--- src/rtl/uart_cmd_scheduler.sv ---
// Command decoder and transmit scheduler for the frequency-report UART path.
// Decodes command words, holds one pending request per response type, and
// arbitrates the single UART transmitter with a send pulse / done handshake.
module uart_cmd_scheduler #(
    parameter logic [31:0] CMD_READ   = 32'hFFFFA5A5,
    parameter logic [23:0] CMD_PERIOD = 24'hFFFFA6,
    parameter logic [31:0] CMD_STATUS = 32'hFFFFA7A7,
    parameter logic [31:0] CMD_CLEAR  = 32'hFFFFA8A8,
    parameter logic [31:0] NAK_WORD   = 32'hFFFFEEEE,
    parameter int unsigned TICK_DIV   = 50000,
    parameter int unsigned TX_TIMEOUT = 1000000
) (
    input  logic        clk,
    input  logic        rst,
    input  logic [31:0] rx_data,
    input  logic        rx_done,
    input  logic [15:0] high_cnt,
    input  logic [15:0] low_cnt,
    input  logic        tx_done,
    output logic [31:0] tx_data,
    output logic        tx_send_en,
    output logic        busy,
    output logic        err_flag,
    output logic [7:0]  drop_cnt
);

    typedef enum logic [1:0] {StIdle, StSend, StWait} state_t;

    state_t      state;
    logic        rx_valid;
    logic [31:0] rx_word;
    logic [7:0]  auto_period;
    logic [31:0] tick_cnt;
    logic [7:0]  unit_cnt;
    logic [31:0] tmo_cnt;
    logic        pend_nak, pend_read, pend_stat, pend_auto;

    logic        cmd_read, cmd_stat, cmd_period, cmd_clear, cmd_nak;
    logic        grant_nak, grant_read, grant_stat, grant_auto, any_grant;
    logic [31:0] grant_word;
    logic        tick_wrap, auto_fire, set_auto;
    logic        drop_nak, drop_read, drop_stat, drop_auto;
    logic [1:0]  drop_inc;
    logic [8:0]  drop_sum;

    // A set wins over a same-cycle grant, so the request is never lost.
    function automatic logic next_pend(input logic pend, input logic set, input logic grant);
        return set | (pend & ~grant);
    endfunction

    // Register the incoming command so decode runs one edge after rx_done.
    always_ff @(posedge clk) begin
        if (rst) begin
            rx_valid <= 1'b0;
            rx_word  <= 32'd0;
        end else begin
            rx_valid <= rx_done;
            if (rx_done) rx_word <= rx_data;
        end
    end

    // Decode the registered command word.
    always_comb begin
        cmd_read   = 1'b0;
        cmd_stat   = 1'b0;
        cmd_period = 1'b0;
        cmd_clear  = 1'b0;
        cmd_nak    = 1'b0;
        if (rx_valid) begin
            if (rx_word == CMD_READ)               cmd_read   = 1'b1;
            else if (rx_word == CMD_STATUS)        cmd_stat   = 1'b1;
            else if (rx_word[31:8] == CMD_PERIOD)  cmd_period = 1'b1;
            else if (rx_word == CMD_CLEAR)         cmd_clear  = 1'b1;
            else                                   cmd_nak    = 1'b1;
        end
    end

    // Fixed-priority grant, only while idle: nak > read > status > auto.
    always_comb begin
        grant_nak  = 1'b0;
        grant_read = 1'b0;
        grant_stat = 1'b0;
        grant_auto = 1'b0;
        grant_word = 32'd0;
        if (state == StIdle) begin
            if (pend_nak) begin
                grant_nak  = 1'b1;
                grant_word = NAK_WORD;
            end else if (pend_read) begin
                grant_read = 1'b1;
                grant_word = {high_cnt, low_cnt};
            end else if (pend_stat) begin
                grant_stat = 1'b1;
                grant_word = {8'hA7, auto_period, drop_cnt, 7'b0, err_flag};
            end else if (pend_auto) begin
                grant_auto = 1'b1;
                grant_word = {high_cnt, low_cnt};
            end
        end
    end

    assign any_grant = grant_nak | grant_read | grant_stat | grant_auto;

    assign tick_wrap = (auto_period != 8'd0) && (tick_cnt == TICK_DIV - 1);
    assign auto_fire = tick_wrap && (unit_cnt + 8'd1 == auto_period);
    // A period command restarts the timer, so it suppresses a coincident fire.
    assign set_auto  = auto_fire && !cmd_period;

    assign drop_nak  = cmd_nak  & pend_nak  & ~grant_nak;
    assign drop_read = cmd_read & pend_read & ~grant_read;
    assign drop_stat = cmd_stat & pend_stat & ~grant_stat;
    assign drop_auto = set_auto & pend_auto & ~grant_auto;
    assign drop_inc  = {1'b0, drop_nak} + {1'b0, drop_read} + {1'b0, drop_stat}
                     + {1'b0, drop_auto};
    assign drop_sum  = {1'b0, drop_cnt} + {7'b0, drop_inc};

    // Auto-report timer, period register, pending flags and drop counter.
    always_ff @(posedge clk) begin
        if (rst) begin
            auto_period <= 8'd0;
            tick_cnt    <= 32'd0;
            unit_cnt    <= 8'd0;
            pend_nak    <= 1'b0;
            pend_read   <= 1'b0;
            pend_stat   <= 1'b0;
            pend_auto   <= 1'b0;
            drop_cnt    <= 8'd0;
        end else begin
            if (cmd_period) begin
                auto_period <= rx_word[7:0];
                tick_cnt    <= 32'd0;
                unit_cnt    <= 8'd0;
            end else if (auto_period != 8'd0) begin
                if (tick_wrap) begin
                    tick_cnt <= 32'd0;
                    unit_cnt <= auto_fire ? 8'd0 : unit_cnt + 8'd1;
                end else begin
                    tick_cnt <= tick_cnt + 32'd1;
                end
            end

            pend_nak  <= next_pend(pend_nak, cmd_nak, grant_nak);
            pend_read <= next_pend(pend_read, cmd_read, grant_read);
            pend_stat <= next_pend(pend_stat, cmd_stat, grant_stat);
            if (cmd_period && rx_word[7:0] == 8'd0) pend_auto <= 1'b0;
            else pend_auto <= next_pend(pend_auto, set_auto, grant_auto);

            if (cmd_clear)             drop_cnt <= 8'd0;
            else if (drop_inc != 2'd0) drop_cnt <= drop_sum[8] ? 8'hFF : drop_sum[7:0];
        end
    end

    // Transmit sequencer with registered outputs and timeout abort.
    always_ff @(posedge clk) begin
        if (rst) begin
            state      <= StIdle;
            tx_data    <= 32'd0;
            tx_send_en <= 1'b0;
            busy       <= 1'b0;
            err_flag   <= 1'b0;
            tmo_cnt    <= 32'd0;
        end else begin
            tx_send_en <= 1'b0;
            if (cmd_clear) err_flag <= 1'b0;
            unique case (state)
                StIdle: begin
                    if (any_grant) begin
                        state      <= StSend;
                        tx_data    <= grant_word;
                        tx_send_en <= 1'b1;
                        busy       <= 1'b1;
                    end
                end
                StSend: begin
                    state   <= StWait;
                    tmo_cnt <= 32'd0;
                end
                StWait: begin
                    if (tx_done) begin
                        state <= StIdle;
                        busy  <= 1'b0;
                    end else if (tmo_cnt == TX_TIMEOUT - 1) begin
                        err_flag <= 1'b1;
                        state    <= StIdle;
                        busy     <= 1'b0;
                    end else begin
                        tmo_cnt <= tmo_cnt + 32'd1;
                    end
                end
                default: begin
                    state <= StIdle;
                    busy  <= 1'b0;
                end
            endcase
        end
    end

endmodule

--- config.mk ---
export PLATFORM = sky130hd
export DESIGN_NAME = uart_cmd_scheduler
export DESIGN_NICKNAME = d
export VERILOG_FILES = /design/src/rtl/uart_cmd_scheduler.sv
export SDC_FILE = /design/constraint.sdc
export NUM_CORES = 1
export LEC_CHECK = 0
export ABC_AREA = 1
export ABC_CLOCK_PERIOD_IN_PS = 10000
export CAP_MARGIN = 20
export CORE_ASPECT_RATIO = 0.6
export CORE_MARGIN = 8
export CORE_UTILIZATION = 40
export CTS_CLUSTER_SIZE = 16
export DETAILED_ROUTE_END_ITERATION = 8
export PLACE_DENSITY = 0.61
export SETUP_SLACK_MARGIN = 0.02
export SLEW_MARGIN = 20
export SYNTH_ARGS = -nofsm -noshare
export SYNTH_HDL_FRONTEND = slang
export SYNTH_SLANG_ARGS = --single-unit
--- constraint.sdc ---
create_clock -name clk -period 10 [get_ports clk]
set_input_delay 2 -clock clk [delete_from_list [all_inputs] [get_ports clk]]
set_output_delay 2 -clock clk [all_outputs]
set_load 0.01 [all_outputs]
==> load_flow_metrics.sql, run 1 <==
INSERT INTO impl_metrics (metric_group, metric, value, unit) VALUES
('power', 'ir_drop', '116.2', 'uV'),
('sta', 'holdWs', '467.0', 'ps'),
('setup_path', 'worstSetupStartpointType', 'register', ''),
('power', 'seq_power_share', '47.9', '%'),
('min_path', 'min_path_cells', '2', ''),
('synthesis', 'ys.warnings.count', '0', ''),
('setup_path', 'critPathCaptureType', 'register', ''),
('synthesis', 'synthesis.area_per_instance', '6.537', 'um2'),
('synthesis', 'synthDistinctLibCells', '40', ''),
('sta', 'period_minus_slack', '4243', 'ps'),
('clocking', 'cts-root-buf', 'sky130_fd_sc_hd__clkbuf_16', ''),
('clocking', 'clock-sinks', '162', ''),
('synthesis', 'seq_area_frac_synth', '38.40', '%'),
('clocking', 'maximum_level_of_the_cts_h_tree', '4', ''),
('sta', 'maxSlewViolCount', '0', ''),
('placed_design', 'io_buffer_count', '110', ''),
('synthesis', 'synthesis.nets', '1368', ''),
('placed_design', 'finalWeightedCongestion', '0.8850', ''),
('synthesis', 'synth_edf_count', '0', ''),
('setup_path', 'critPathMaxFanout', '6', ''),
('grt', 'grt_overflow_total', '0', ''),
('grt', 'grt_pass1_vias', '7759', ''),
('detailed_routing', 'postRouteWirelength', '26.17', 'mm'),
('die', 'initial_cell_density_of_the_core', '40.45', '%'),
('power', 'combinationalPowerShare', '7.1', '%'),
('finish', 'ff_latch_area', '3243', 'um2'),
('power', 'cellInternalPower', '1.078', 'mW'),
('min_path', 'worstHoldStart', 'tx_data[0]', ''),
('synthesis', 'synthesis.instances', '1292', ''),
('sta', 'fin_crit_sh', '42.43', '%'),
('finish', 'multi_input_area', '4534', 'um2'),
('clocking', 'worst_setup_hold_path_clk_slew', '60', 'ps'),
('min_path', 'hold_class', 'reg -> reg', ''),
('setup_path', 'rr_endpoint', 'drop_cnt[7]', ''),
('finish', 'final-instance-count-excl-fill', '1680', ''),
('die', 'io_pins', '111', ''),
('finish', 'fillers', '2096', ''),
('setup_path', 'timing.reg2reg.worst_path_depth', '24', ''),
('detailed_routing', 'avgRoutedWirePerCell', '15.58', 'um'),
('die', 'std_cell_rows', '41', ''),
('grt', 'number_of_antenna_violations_at_the_first_check_in_global_routing', '0', ''),
('synthesis', 'async_flop_share', '0', '%'),
('outcome', 'run_status', 'finished clean', ''),
('min_path', 'min_delay_worst_endpoint', 'tx_data[0]', ''),
('detailed_routing', 'detail_route.iter0.violations', '1041', ''),
('detailed_routing', 'drtAntennaViolNets', '0', ''),
('detailed_routing', 'post-route-drc-count', '0', ''),
('sta', 'post-route-worst-setup-slack', '5757', 'ps'),
('clocking', 'hold_buffer_count_at_cts', '0', ''),
('detailed_routing', 'routed_via_density', '5.171', ''),
('sta', 'finalSetupTns', '0', 'ps'),
('sta', 'setup_violations', '0', ''),
('clocking', 'post_cts.resized_instances', '0', ''),
('synthesis', 'ys_ff_latch', '162', ''),
('power', 'p_clk_share', '45.0', '%'),
('power', 'switching_power', '0.3257', 'mW'),
('grt', 'grt_use_total', '19.87', '%'),
('sta', 'tightest_slew', '1021', 'ps'),
('setup_path', 'critical_path_rt', '10290', 'ps'),
('placed_design', 'hpwlAfterDp', '19.58', 'mm'),
('grt', 'grt_max_degree', '76', ''),
('sta', 'grt_setup_unrepaired', 'false', ''),
('power', 'power.share.switching', '23.21', '%'),
('finish', 'syn_to_layout_area_delta', '22.40', '%'),
('die', 'dieArea', '26170', 'um2'),
('finish', 'final_util', '49.51', '%'),
('placed_design', 'dp_cells', '1648', ''),
('finish', 'nNetsFinal', '1464', ''),
('setup_path', 'timing.critical_path.arrival', '4540', 'ps'),
('grt', 'wire_length_of_the_first_global_routing_pass', '42.27', 'mm'),
('finish', 'n_antenna_cell', '0', '');
-- power groups by stage --
stage	Combinational, mW	Sequential (mW)	Clock (mW)
finish	0.0995	0.673	0.631
global route	0.109	0.674	0.677
CTS	0.0996	0.672	0.647
detailed placement	0.0989	0.687	0
global placement	0.0988	0.686	0
floorplan	0.0406	0.687	0
-- area by class of cell --
cell class                 instances  area share, %
clock buffer                      24          4.757
clock inverter                     8         0.7504
inverter                         128          4.648
multi-input combinational        962          43.86
sequential                       162          31.37
tap                              279          3.377
timing repair buffer             117          11.23
-- cells in the mapped netlist (5+ instances only) --
cell                       number  area (um2)
sky130_fd_sc_hd__buf_2          8       40.04
sky130_fd_sc_hd__or2_2          6       37.54
sky130_fd_sc_hd__nor2_1       241       904.6
sky130_fd_sc_hd__clkbuf_1      27       101.4
sky130_fd_sc_hd__nand2_1      268        1006
sky130_fd_sc_hd__xnor2_1        5       43.79
sky130_fd_sc_hd__a21oi_1      111       555.5
sky130_fd_sc_hd__nor3_1        40       200.2
sky130_fd_sc_hd__nand4_1       30       187.7
sky130_fd_sc_hd__inv_1        126       473.0
sky130_fd_sc_hd__ha_1           6       75.07
sky130_fd_sc_hd__a211oi_1       7       52.55
sky130_fd_sc_hd__nand3b_1      11       82.58
sky130_fd_sc_hd__nand3_1       98       490.5
sky130_fd_sc_hd__dfxtp_1      162        3243
sky130_fd_sc_hd__nor2_2         5       31.28
sky130_fd_sc_hd__o21ai_0       82       410.4
sky130_fd_sc_hd__xor2_1        16       140.1
sky130_fd_sc_hd__a31oi_1        6       37.54
-- metrics by stage --
stage                     area, um2  total power, mW
after floorplan                8446           0.7275
after global placement         9753           0.7852
after detailed placement       9768           0.7854
after CTS                     10340            1.419
after global routing          10340            1.461
final                         10340            1.403
-- registers in the layout (all words and copies together) (netlist names) --
register and count:
busy 1, tick_cnt 32, rx_valid 1, pend_auto 1, drop_cnt 8, pend_nak 1
tx_data 32, rx_word 32, unit_cnt 8, state 2, tmo_cnt 32, err_flag 1
auto_period 8, pend_read 1, pend_stat 1, tx_send_en 1
-- cells in the final DEF (no fill, tap or decap), drive strengths merged, types with 3 or more instances in the layout --
| master | n |
|---|---|
| nand3 | 99 |
| clkinvlp | 5 |
| inv | 126 |
| nand4 | 31 |
| or2 | 6 |
| a31oi | 6 |
| a211oi | 7 |
| nor4 | 4 |
| xor2 | 16 |
| clkdlybuf4s50 | 110 |
| clkbuf | 24 |
| o21ai | 85 |
| nor3b | 3 |
| a21oi | 111 |
| ha | 6 |
| nor2 | 248 |
| dfxtp | 162 |
| nand2 | 272 |
| clkinv | 4 |
| nand3b | 11 |
| xnor2 | 5 |
| nor3 | 43 |
| buf | 7 |
-- worst max-delay path, cell delays in order (launching register included) --
cell and delay (ps):
sky130_fd_sc_hd__dfxtp_1 460, sky130_fd_sc_hd__ha_1 270, sky130_fd_sc_hd__nand2_1 120, sky130_fd_sc_hd__nor2_1 230, sky130_fd_sc_hd__nand2_1 80, sky130_fd_sc_hd__nand2_1 110
sky130_fd_sc_hd__nand2_1 60, sky130_fd_sc_hd__nand2_1 60, sky130_fd_sc_hd__nand2_1 70, sky130_fd_sc_hd__nor2_1 140, sky130_fd_sc_hd__nand4_1 140, sky130_fd_sc_hd__or2_2 330
sky130_fd_sc_hd__fa_1 480, sky130_fd_sc_hd__inv_1 40, sky130_fd_sc_hd__ha_1 190, sky130_fd_sc_hd__or2_2 300, sky130_fd_sc_hd__nand2_1 110, sky130_fd_sc_hd__ha_1 160
sky130_fd_sc_hd__a21oi_1 40, sky130_fd_sc_hd__nor2_1 150, sky130_fd_sc_hd__nand4_1 140, sky130_fd_sc_hd__nor2_1 150, sky130_fd_sc_hd__inv_1 60, sky130_fd_sc_hd__o21ai_0 150
sky130_fd_sc_hd__a21oi_1 80
-- per-layer routing --
layer | track usage (%) | wire (um) | vias up
met4 | 2.931 | 123 | 0
met5 | 0 | 0 | -
met3 | 6.275 | 2547 | 9
met2 | 23.15 | 8682 | 347
met1 | 33.18 | 14820 | 3912
li1 | - | - | 4420
-- worst max path at each step --
stage	start	endpoint	slack [ps]	cells after the start
after floorplan	unit_cnt[0]	drop_cnt[7]	6340	24
after global placement	rst	tick_cnt[15]	5830	8
after detailed placement	rx_done	rx_word[4]	5730	4
after CTS	unit_cnt[0]	drop_cnt[7]	5850	24
after global routing	unit_cnt[0]	drop_cnt[7]	5430	24
final	unit_cnt[0]	drop_cnt[7]	5760	24
-- logic make-up (layout without fill, tap and decap cells) --
group,after synthesis,count (layout),share of synthesized area (%)
flops,162,162,38.40
fa+ha+maj,8,8,1.363
simple gates,717,717,36.64
xor+xnor,21,21,2.178
buf+inv,168,277,7.941
mux,1,1,0.1185
compound gates,215,215,13.36
(Power assumes the default switching activity.)
==> run 2: changes to the inputs <==
--- a/config.mk
+++ b/config.mk
@@ -6,7 +6,7 @@
 export NUM_CORES = 1
 export LEC_CHECK = 0
 export ABC_AREA = 1
-export ABC_CLOCK_PERIOD_IN_PS = 10000
+export ABC_CLOCK_PERIOD_IN_PS = 4200
 export CAP_MARGIN = 20
 export CORE_ASPECT_RATIO = 0.6
 export CORE_MARGIN = 8
==> constraint.sdc (replaced) <==
create_clock -name clk -period 4.2 [get_ports clk]
set_input_delay 0.84 -clock clk [delete_from_list [all_inputs] [get_ports clk]]
set_output_delay 0.84 -clock clk [all_outputs]
set_load 0.01 [all_outputs]
==> run 2 against run 1 <==
  * Hold slack gained 1.4 ps
  * Core utilization grew 0.39 points
  * Clock skew decreased by 2.3 ps
  * Power grew 140%
  * Largest cell class unchanged
==> load_flow_metrics.sql, run 2 (synthesis results as in run 1) <==
INSERT INTO impl_metrics (metric_group, metric, value, unit) VALUES
('setup_path', 'critPathMaxFanout', '6', ''),
('detailed_routing', 'postRouteWirelength', '26.33', 'mm'),
('clocking', 'clock_tree_from_tritoncts', 'built', ''),
('sta', 'fin_worst_skew', '9.038', 'ps'),
('power', 'cellInternalPower', '2.628', 'mW'),
('outcome', 'run_status', 'finished clean', ''),
('setup_path', 'critPathCaptureType', 'register', ''),
('placed_design', 'io_buffer_count', '110', ''),
('clocking', 'max-clock-path-buffers', '2', ''),
('sta', 'maxSlewViolCount', '0', ''),
('sta', 'setup_violations', '0', ''),
('die', 'design.core.area', '20880', 'um2'),
('finish', 'final-instance-count-excl-fill', '1684', ''),
('power', 'power.share.switching', '23.04', '%'),
('detailed_routing', 'drtAntennaViolNets', '0', ''),
('placed_design', 'hpwlAfterDp', '19.56', 'mm'),
('detailed_routing', 'routed-via-count', '8671', ''),
('finish', 'fillers', '2057', ''),
('grt', 'number_of_antenna_violations_at_the_first_check_in_global_routing', '0', ''),
('sta', 'fmax', '0.2593', 'GHz'),
('setup_path', 'timing.setup.critical_path_class', 'reg -> reg', ''),
('detailed_routing', 'routed_via_density', '5.149', ''),
('detailed_routing', 'detail_route.iter0.violations', '827', ''),
('grt', 'grt_pass1_vias', '7641', ''),
('die', 'die_h', '128.6', 'um'),
('die', 'io_pins', '111', ''),
('detailed_routing', 'detailedRoute.firstPassIterationCount', '5', ''),
('grt', 'grt_overflow_total', '0', ''),
('power', 'seq_power_share', '46.8', '%'),
('finish', 'layout-drive-gt1-share', '5.694', '%'),
('setup_path', 'worstSetupStartpointType', 'register', ''),
('power', 'combinationalPowerShare', '6.9', '%'),
('finish', 'nNetsFinal', '1469', ''),
('die', 'dieArea', '26170', 'um2'),
('grt', 'wire_length_of_the_first_global_routing_pass', '41.68', 'mm'),
('sta', 'timing.slew.headroom', '32.49', '%'),
('sta', 'holdWs', '468.4', 'ps'),
('sta', 'tightest_slew', '1012', 'ps'),
('finish', 'most-common-layout-cells', '267 x sky130_fd_sc_hd__nand2_1, 234 x sky130_fd_sc_hd__nor2_1, 159 x sky130_fd_sc_hd__dfxtp_1, 125 x sky130_fd_sc_hd__inv_1, 111 x sky130_fd_sc_hd__a21oi_1', ''),
('run', 'max_cap_violations', '0', ''),
('finish', 'multi_input_area', '4566', 'um2'),
('power', 'p_clk_share', '46.2', '%'),
('setup_path', 'critical_path_rt', '4500', 'ps'),
('power', 'power.leakage', '3.783', 'nW'),
('finish', 'layout_commonest_cell', 'sky130_fd_sc_hd__nand2_1', ''),
('finish', 'ff_latch_area', '3249', 'um2'),
('sta', 'fin_crit_sh', '91.82', '%'),
('placed_design', 'dp_cells', '1652', ''),
('die', 'floorplan.die.width', '203.6', 'um'),
('sta', 'period_minus_slack', '3857', 'ps'),
('detailed_routing', 'post-route-drc-count', '0', ''),
('clocking', 'maximum_level_of_the_cts_h_tree', '4', ''),
('grt', 'grt_use_total', '19.85', '%'),
('setup_path', 'timing.critical_path.arrival', '4150', 'ps'),
('finish', 'syn_to_layout_area_delta', '23.36', '%'),
('clocking', 'clock-sinks', '162', ''),
('setup_path', 'worst_path_max_delay_cell', 'sky130_fd_sc_hd__fa_1', ''),
('sta', 'finalSetupTns', '0', 'ps'),
('finish', 'n_antenna_cell', '0', ''),
('clocking', 'worst_setup_hold_path_clk_slew', '60', 'ps'),
('die', 'initial_cell_density_of_the_core', '40.45', '%'),
('placed_design', 'finalWeightedCongestion', '0.9155', ''),
('power', 'ir_drop', '279.0', 'uV'),
('sta', 'timing_hold_violations_final', '0', ''),
('clocking', 'cts-root-buf', 'sky130_fd_sc_hd__clkbuf_16', ''),
('finish', 'final_util', '49.90', '%'),
('setup_path', 'cp_common_cell', 'sky130_fd_sc_hd__nand2_1', ''),
('setup_path', 'crit_chain', 'ha_2, nand2_1, nor2_2, nand2_1, nand2_1, nand2_1, nand2_1, nand2_1, nor2_2, nand4_1, or2_2, fa_1, inv_1, ha_1, or2_2, nand2_2, ha_1, a21oi_1, nor2_2, nand4_1, nor2_1, inv_1, o21ai_1, a21oi_1', ''),
('clocking', 'clkLatencyLatePin', '430', 'ps'),
('sta', 'grt_setup_unrepaired', 'false', ''),
('grt', 'grt_max_degree', '76', ''),
('finish', 'postLayoutCellArea', '10420', 'um2'),
('min_path', 'hold_class', 'reg -> reg', ''),
('placed_design', 'place_area', '9791', 'um2'),
('clocking', 'cts-buffers-inserted', '17', ''),
('setup_path', 'crit_path_max_incr_delay', '480', 'ps'),
('detailed_routing', 'avgRoutedWirePerCell', '15.63', 'um'),
('die', 'std_cell_rows', '41', ''),
('power', 'power_density', '327.8', 'nW/um2'),
('power', 'switching_power', '0.7869', 'mW');
run 2: repair_timing:
action                     CTS  global route
setup endpoints to repair    0             7
gates resized for setup      0            15
hold buffers                 0             0
buffers inserted             0             1
run 2: metrics by stage:
stage | setup WS [ps] | power (mW)
after floorplan | 537.1 | 1.732
after global placement | 270.5 | 1.869
after detailed placement | 210.6 | 1.870
after CTS | 191.8 | 3.459
after global routing | 2.566 | 3.555
final | 343.4 | 3.415
run 2: routing by layer:
layer	vias to the layer above	part of all wire (%)	wire length, um	global-route usage, %
met5	-	0	0	0
met4	0	1.0	263	4.885
met3	16	9.2	2410	6.350
met2	330	33	8766	22.70
met1	3886	57	14890	32.75
li1	4439	-	-	-
run 2: area by class of cell:
cell class | count | share of cell area [%]
repair buffers | 122 | 11.43
well taps | 279 | 3.351
inverters | 128 | 4.612
multi-input cells | 962 | 43.82
clock buffers | 19 | 4.251
clock inverters | 12 | 1.345
flip-flops and latches | 162 | 31.19
run 2: worst paths after layout:
check,startpoint,endpoint,slack [ps],depth (start not counted)
min reg2reg,tx_data[12],tx_data[12],470,2
min,tx_data[12],tx_data[12],470,2
max,unit_cnt[0],drop_cnt[7],340,24
max reg2reg,unit_cnt[0],drop_cnt[7],340,24
run 2: power by group through the flow:
stage / Clock (mW) / Sequential (mW) / Combinational (mW)
finish: 1.58 / 1.60 / 0.236
global route: 1.69 / 1.60 / 0.259
CTS: 1.62 / 1.60 / 0.237
detailed placement: 0 / 1.63 / 0.236
global placement: 0 / 1.63 / 0.236
floorplan: 0 / 1.64 / 0.0967
run 2: critical path: cells and delay by family, from the launching register on:
family,cells,cell delay [ps]
adders and majority gates,4,1000
and+or+nand+nor,15,1960
DFF,1,380
AOI/OAI and AO/OA,3,260
buffers and inverters,2,110
==> run 3: changes to the inputs <==
--- a/config.mk
+++ b/config.mk
@@ -5,7 +5,6 @@
 export SDC_FILE = /design/constraint.sdc
 export NUM_CORES = 1
 export LEC_CHECK = 0
-export ABC_AREA = 1
 export ABC_CLOCK_PERIOD_IN_PS = 4200
 export CAP_MARGIN = 20
 export CORE_ASPECT_RATIO = 0.6
@@ -13,7 +12,7 @@
 export CORE_UTILIZATION = 40
 export CTS_CLUSTER_SIZE = 16
 export DETAILED_ROUTE_END_ITERATION = 8
-export PLACE_DENSITY = 0.61
+export PLACE_DENSITY = 0.62
 export SETUP_SLACK_MARGIN = 0.02
 export SLEW_MARGIN = 20
 export SYNTH_ARGS = -nofsm -noshare
==> run 3 against run 2 <==
  * Power down 0.47%
  * Hold slack worse by 2.6 ps
  * Cell area down 9.3%
  * Synthesized cell count down 34%
  * Global-route usage down 3.0 points
  * First-iteration DRC count down 44%
  * Core utilization up 2.1 points
  * Fmax down 2.9%
  * Flip-flop and latch count unchanged
==> load_flow_metrics.sql, run 3 <==
INSERT INTO impl_metrics (metric_group, metric, value, unit) VALUES
('sta', 'post-route-worst-setup-slack', '229.5', 'ps'),
('sta', 'fin_crit_sh', '94.54', '%'),
('detailed_routing', 'post-route-drc-count', '0', ''),
('die', 'initial_cell_density_of_the_core', '41.07', '%'),
('detailed_routing', 'drtAntennaViolNets', '0', ''),
('synthesis', 'synthesis.area_per_instance', '8.725', 'um2'),
('grt', 'wire_length_of_the_first_global_routing_pass', '32.04', 'mm'),
('synthesis', 'synthTopCellsByCount', '162 x sky130_fd_sc_hd__dfxtp_1, 156 x sky130_fd_sc_hd__nor2_1, 54 x sky130_fd_sc_hd__nand2_1, 45 x sky130_fd_sc_hd__a21oi_1', ''),
('die', 'io_pins', '111', ''),
('synthesis', 'synth.most_common_cell', 'sky130_fd_sc_hd__dfxtp_1', ''),
('clocking', 'cts-buffers-inserted', '17', ''),
('min_path', 'hold_class', 'reg -> reg', ''),
('sta', 'grt_setup_unrepaired', 'false', ''),
('synthesis', 'synthesis.nets', '931', ''),
('detailed_routing', 'detailedRoute.firstPassIterationCount', '4', ''),
('detailed_routing', 'routed-via-count', '6389', ''),
('finish', 'nNetsFinal', '1040', ''),
('finish', 'final_util', '52.03', '%'),
('detailed_routing', 'routed_via_density', '5.250', ''),
('synthesis', 'synth.cell_area', '7460', 'um2'),
('finish', 'postLayoutCellArea', '9449', 'um2'),
('clocking', 'clock_tree_from_tritoncts', 'built', ''),
('sta', 'period_minus_slack', '3970', 'ps'),
('detailed_routing', 'detail_route.iter0.violations', '464', ''),
('clocking', 'clock-sinks', '162', ''),
('die', 'std_cell_rows', '38', ''),
('clocking', 'clkLatencyLatePin', '420', 'ps'),
('setup_path', 'worstSetupStartpointType', 'register', ''),
('synthesis', 'ys_ff_latch', '162', ''),
('placed_design', 'hpwlAfterDp', '14.04', 'mm'),
('setup_path', 'timing.critical_path.arrival', '4250', 'ps'),
('synthesis', 'synth_largest_type_area_fraction', '43.48', '%'),
('synthesis', 'top_cell_type_by_total_area_after_synthesis', 'sky130_fd_sc_hd__dfxtp_1', ''),
('grt', 'grt_pass1_vias', '5891', ''),
('clocking', 'hold_buffer_count_at_cts', '0', ''),
('setup_path', 'timing.setup.critical_path_class', 'reg -> reg', ''),
('placed_design', 'finalWeightedCongestion', '0.7983', ''),
('sta', 'maxSlewViolCount', '0', ''),
('clocking', 'maximum_level_of_the_cts_h_tree', '4', ''),
('die', 'floorplan.die.width', '192.3', 'um'),
('die', 'die_h', '121.8', 'um'),
('setup_path', 'critPathCaptureType', 'register', ''),
('setup_path', 'critPathMaxFanout', '7', ''),
('finish', 'fillers', '1730', ''),
('sta', 'timing_hold_violations_final', '0', ''),
('run', 'max_cap_violations', '0', ''),
('sta', 'fin_worst_skew', '13.56', 'ps'),
('power', 'power_density', '359.7', 'nW/um2'),
('placed_design', 'place_area', '8820', 'um2'),
('sta', 'setup_violations', '0', ''),
('finish', 'layout-drive-gt1-share', '9.519', '%'),
('clocking', 'worst_setup_hold_path_clk_slew', '70', 'ps'),
('finish', 'n_antenna_cell', '0', ''),
('synthesis', 'seq_area_frac_synth', '43.48', '%'),
('finish', 'syn_to_layout_area_delta', '26.67', '%'),
('grt', 'grt_overflow_total', '0', ''),
('outcome', 'run_status', 'finished clean', ''),
('placed_design', 'io_buffer_count', '110', ''),
('sta', 'fmax', '0.2519', 'GHz'),
('placed_design', 'placement.setup.worst_slack', '-33.97', 'ps'),
('sta', 'finalSetupTns', '0', 'ps'),
('synthesis', 'async_flop_share', '0', '%'),
('synthesis', 'yosys_most_used_dff', 'sky130_fd_sc_hd__dfxtp_1', ''),
('synthesis', 'synthesis.instances', '855', ''),
('grt', 'number_of_antenna_violations_at_the_first_check_in_global_routing', '0', ''),
('finish', 'layout_commonest_cell', 'sky130_fd_sc_hd__dfxtp_1', ''),
('die', 'design.core.area', '18160', 'um2'),
('die', 'dieArea', '23420', 'um2'),
('power', 'power.leakage', '3.455', 'nW'),
('sta', 'tightest_slew', '1068', 'ps'),
('clocking', 'cts-root-buf', 'sky130_fd_sc_hd__clkbuf_16', ''),
('detailed_routing', 'avgRoutedWirePerCell', '16.41', 'um'),
('grt', 'grt_max_degree', '85', ''),
('clocking', 'max-clock-path-buffers', '2', ''),
('sta', 'timing.slew.headroom', '28.80', '%'),
('synthesis', 'synth.area.top_cells', 'sky130_fd_sc_hd__dfxtp_1 43%, sky130_fd_sc_hd__nor2_1 7.8%, sky130_fd_sc_hd__mux2i_1 5.9%, sky130_fd_sc_hd__xnor2_1 5.2%, sky130_fd_sc_hd__a21oi_1 3.0%', ''),
('setup_path', 'critical_path_rt', '4480', 'ps'),
('synthesis', 'synthDistinctLibCells', '65', ''),
('detailed_routing', 'postRouteWirelength', '19.97', 'mm'),
('clocking', 'post-cts-setup-buffers', '0', ''),
('synthesis', 'synth_edf_count', '0', ''),
('synthesis', 'ys.warnings.count', '0', ''),
('power', 'ir_drop', '293.3', 'uV'),
('finish', 'most-common-layout-cells', '161 x sky130_fd_sc_hd__dfxtp_1, 155 x sky130_fd_sc_hd__nor2_1, 108 x sky130_fd_sc_hd__clkdlybuf4s50_1, 54 x sky130_fd_sc_hd__nand2_1, 45 x sky130_fd_sc_hd__a21oi_1', ''),
('grt', 'grt_use_total', '16.90', '%');
[run 3: per-stage QoR]
stage,cells,power (mW),hold slack (ps)
floorplan,855,1.723,448.7
global placement,1185,1.849,445.5
detailed placement,1185,1.850,458.1
CTS,1217,3.431,468.0
global route,1217,3.521,499.0
finish,1217,3.399,465.8
[run 3: final timing paths]
path,to,cells after the start,slack [ps],startpoint
hold reg to reg,tx_data[4],2,470,tx_data[4]
setup / recovery,drop_cnt[4],16,230,unit_cnt[1]
hold / removal,tx_data[4],2,470,tx_data[4]
setup reg to reg,drop_cnt[4],16,230,unit_cnt[1]
[run 3: power breakdown]
| group | switching (mW) | total [mW] | internal, mW | leakage, nW |
|---|---|---|---|---|
| Clock | 0.664 | 1.58 | 0.919 | 0.291 |
| Sequential | 0.0248 | 1.60 | 1.57 | 1.32 |
| Combinational | 0.100 | 0.219 | 0.119 | 1.85 |
| Total | 0.790 | 3.40 | 2.61 | 3.45 |
[run 3: worst max-delay path, stage by stage (launching register included)]
cell	delay, ps
sky130_fd_sc_hd__dfxtp_2	360
sky130_fd_sc_hd__ha_2	200
sky130_fd_sc_hd__nand3_2	140
sky130_fd_sc_hd__or3_1	420
sky130_fd_sc_hd__a211oi_2	240
sky130_fd_sc_hd__nand4_2	170
sky130_fd_sc_hd__nor3b_2	220
sky130_fd_sc_hd__nand3_1	120
sky130_fd_sc_hd__fa_1	510
sky130_fd_sc_hd__inv_1	50
sky130_fd_sc_hd__ha_1	320
sky130_fd_sc_hd__ha_1	230
sky130_fd_sc_hd__fa_1	370
sky130_fd_sc_hd__nor2b_4	160
sky130_fd_sc_hd__nand3_1	100
sky130_fd_sc_hd__xor2_1	150
sky130_fd_sc_hd__a21oi_1	80
[run 3: cells by family after synthesis]
family                     share of synthesized area (%)
AOI/OAI and AO/OA                                  12.45
xor gates and xnor gates                           6.927
adders and majority gates                          1.543
DFF                                                43.48
buffers and inverters                              3.036
muxes                                              5.904
and+or+nand+nor                                    26.67
[run 3: metal layers]
| metal | track usage [%] | up-vias | part of all wire [%] |
|---|---|---|---|
| li1 | - | 3252 | - |
| met4 | 4.373 | 0 | 0.98 |
| met2 | 20.84 | 173 | 36 |
| met1 | 26.99 | 2946 | 55 |
| met3 | 5.023 | 18 | 7.8 |
| met5 | 0 | - | 0 |
[run 3: area by class of cell]
type                       instances  area [um2]  share of cell area, %
clock buffer                      19       452.9                  4.793
clock inverter                    13       150.1                  1.589
inverter                          17       63.81                 0.6753
multi-input combinational        639        4019                  42.53
sequential                       162        3244                  34.34
tap                              240       300.3                  3.178
timing repair buffer             127        1219                  12.90
[run 3: timing repair]
action / 4_1_cts / 5_1_grt
setup endpoints to repair: 7 / 8
pin swaps: 0 / 2
hold endpoints to repair: 0 / 0
gates resized for setup: 1 / 6
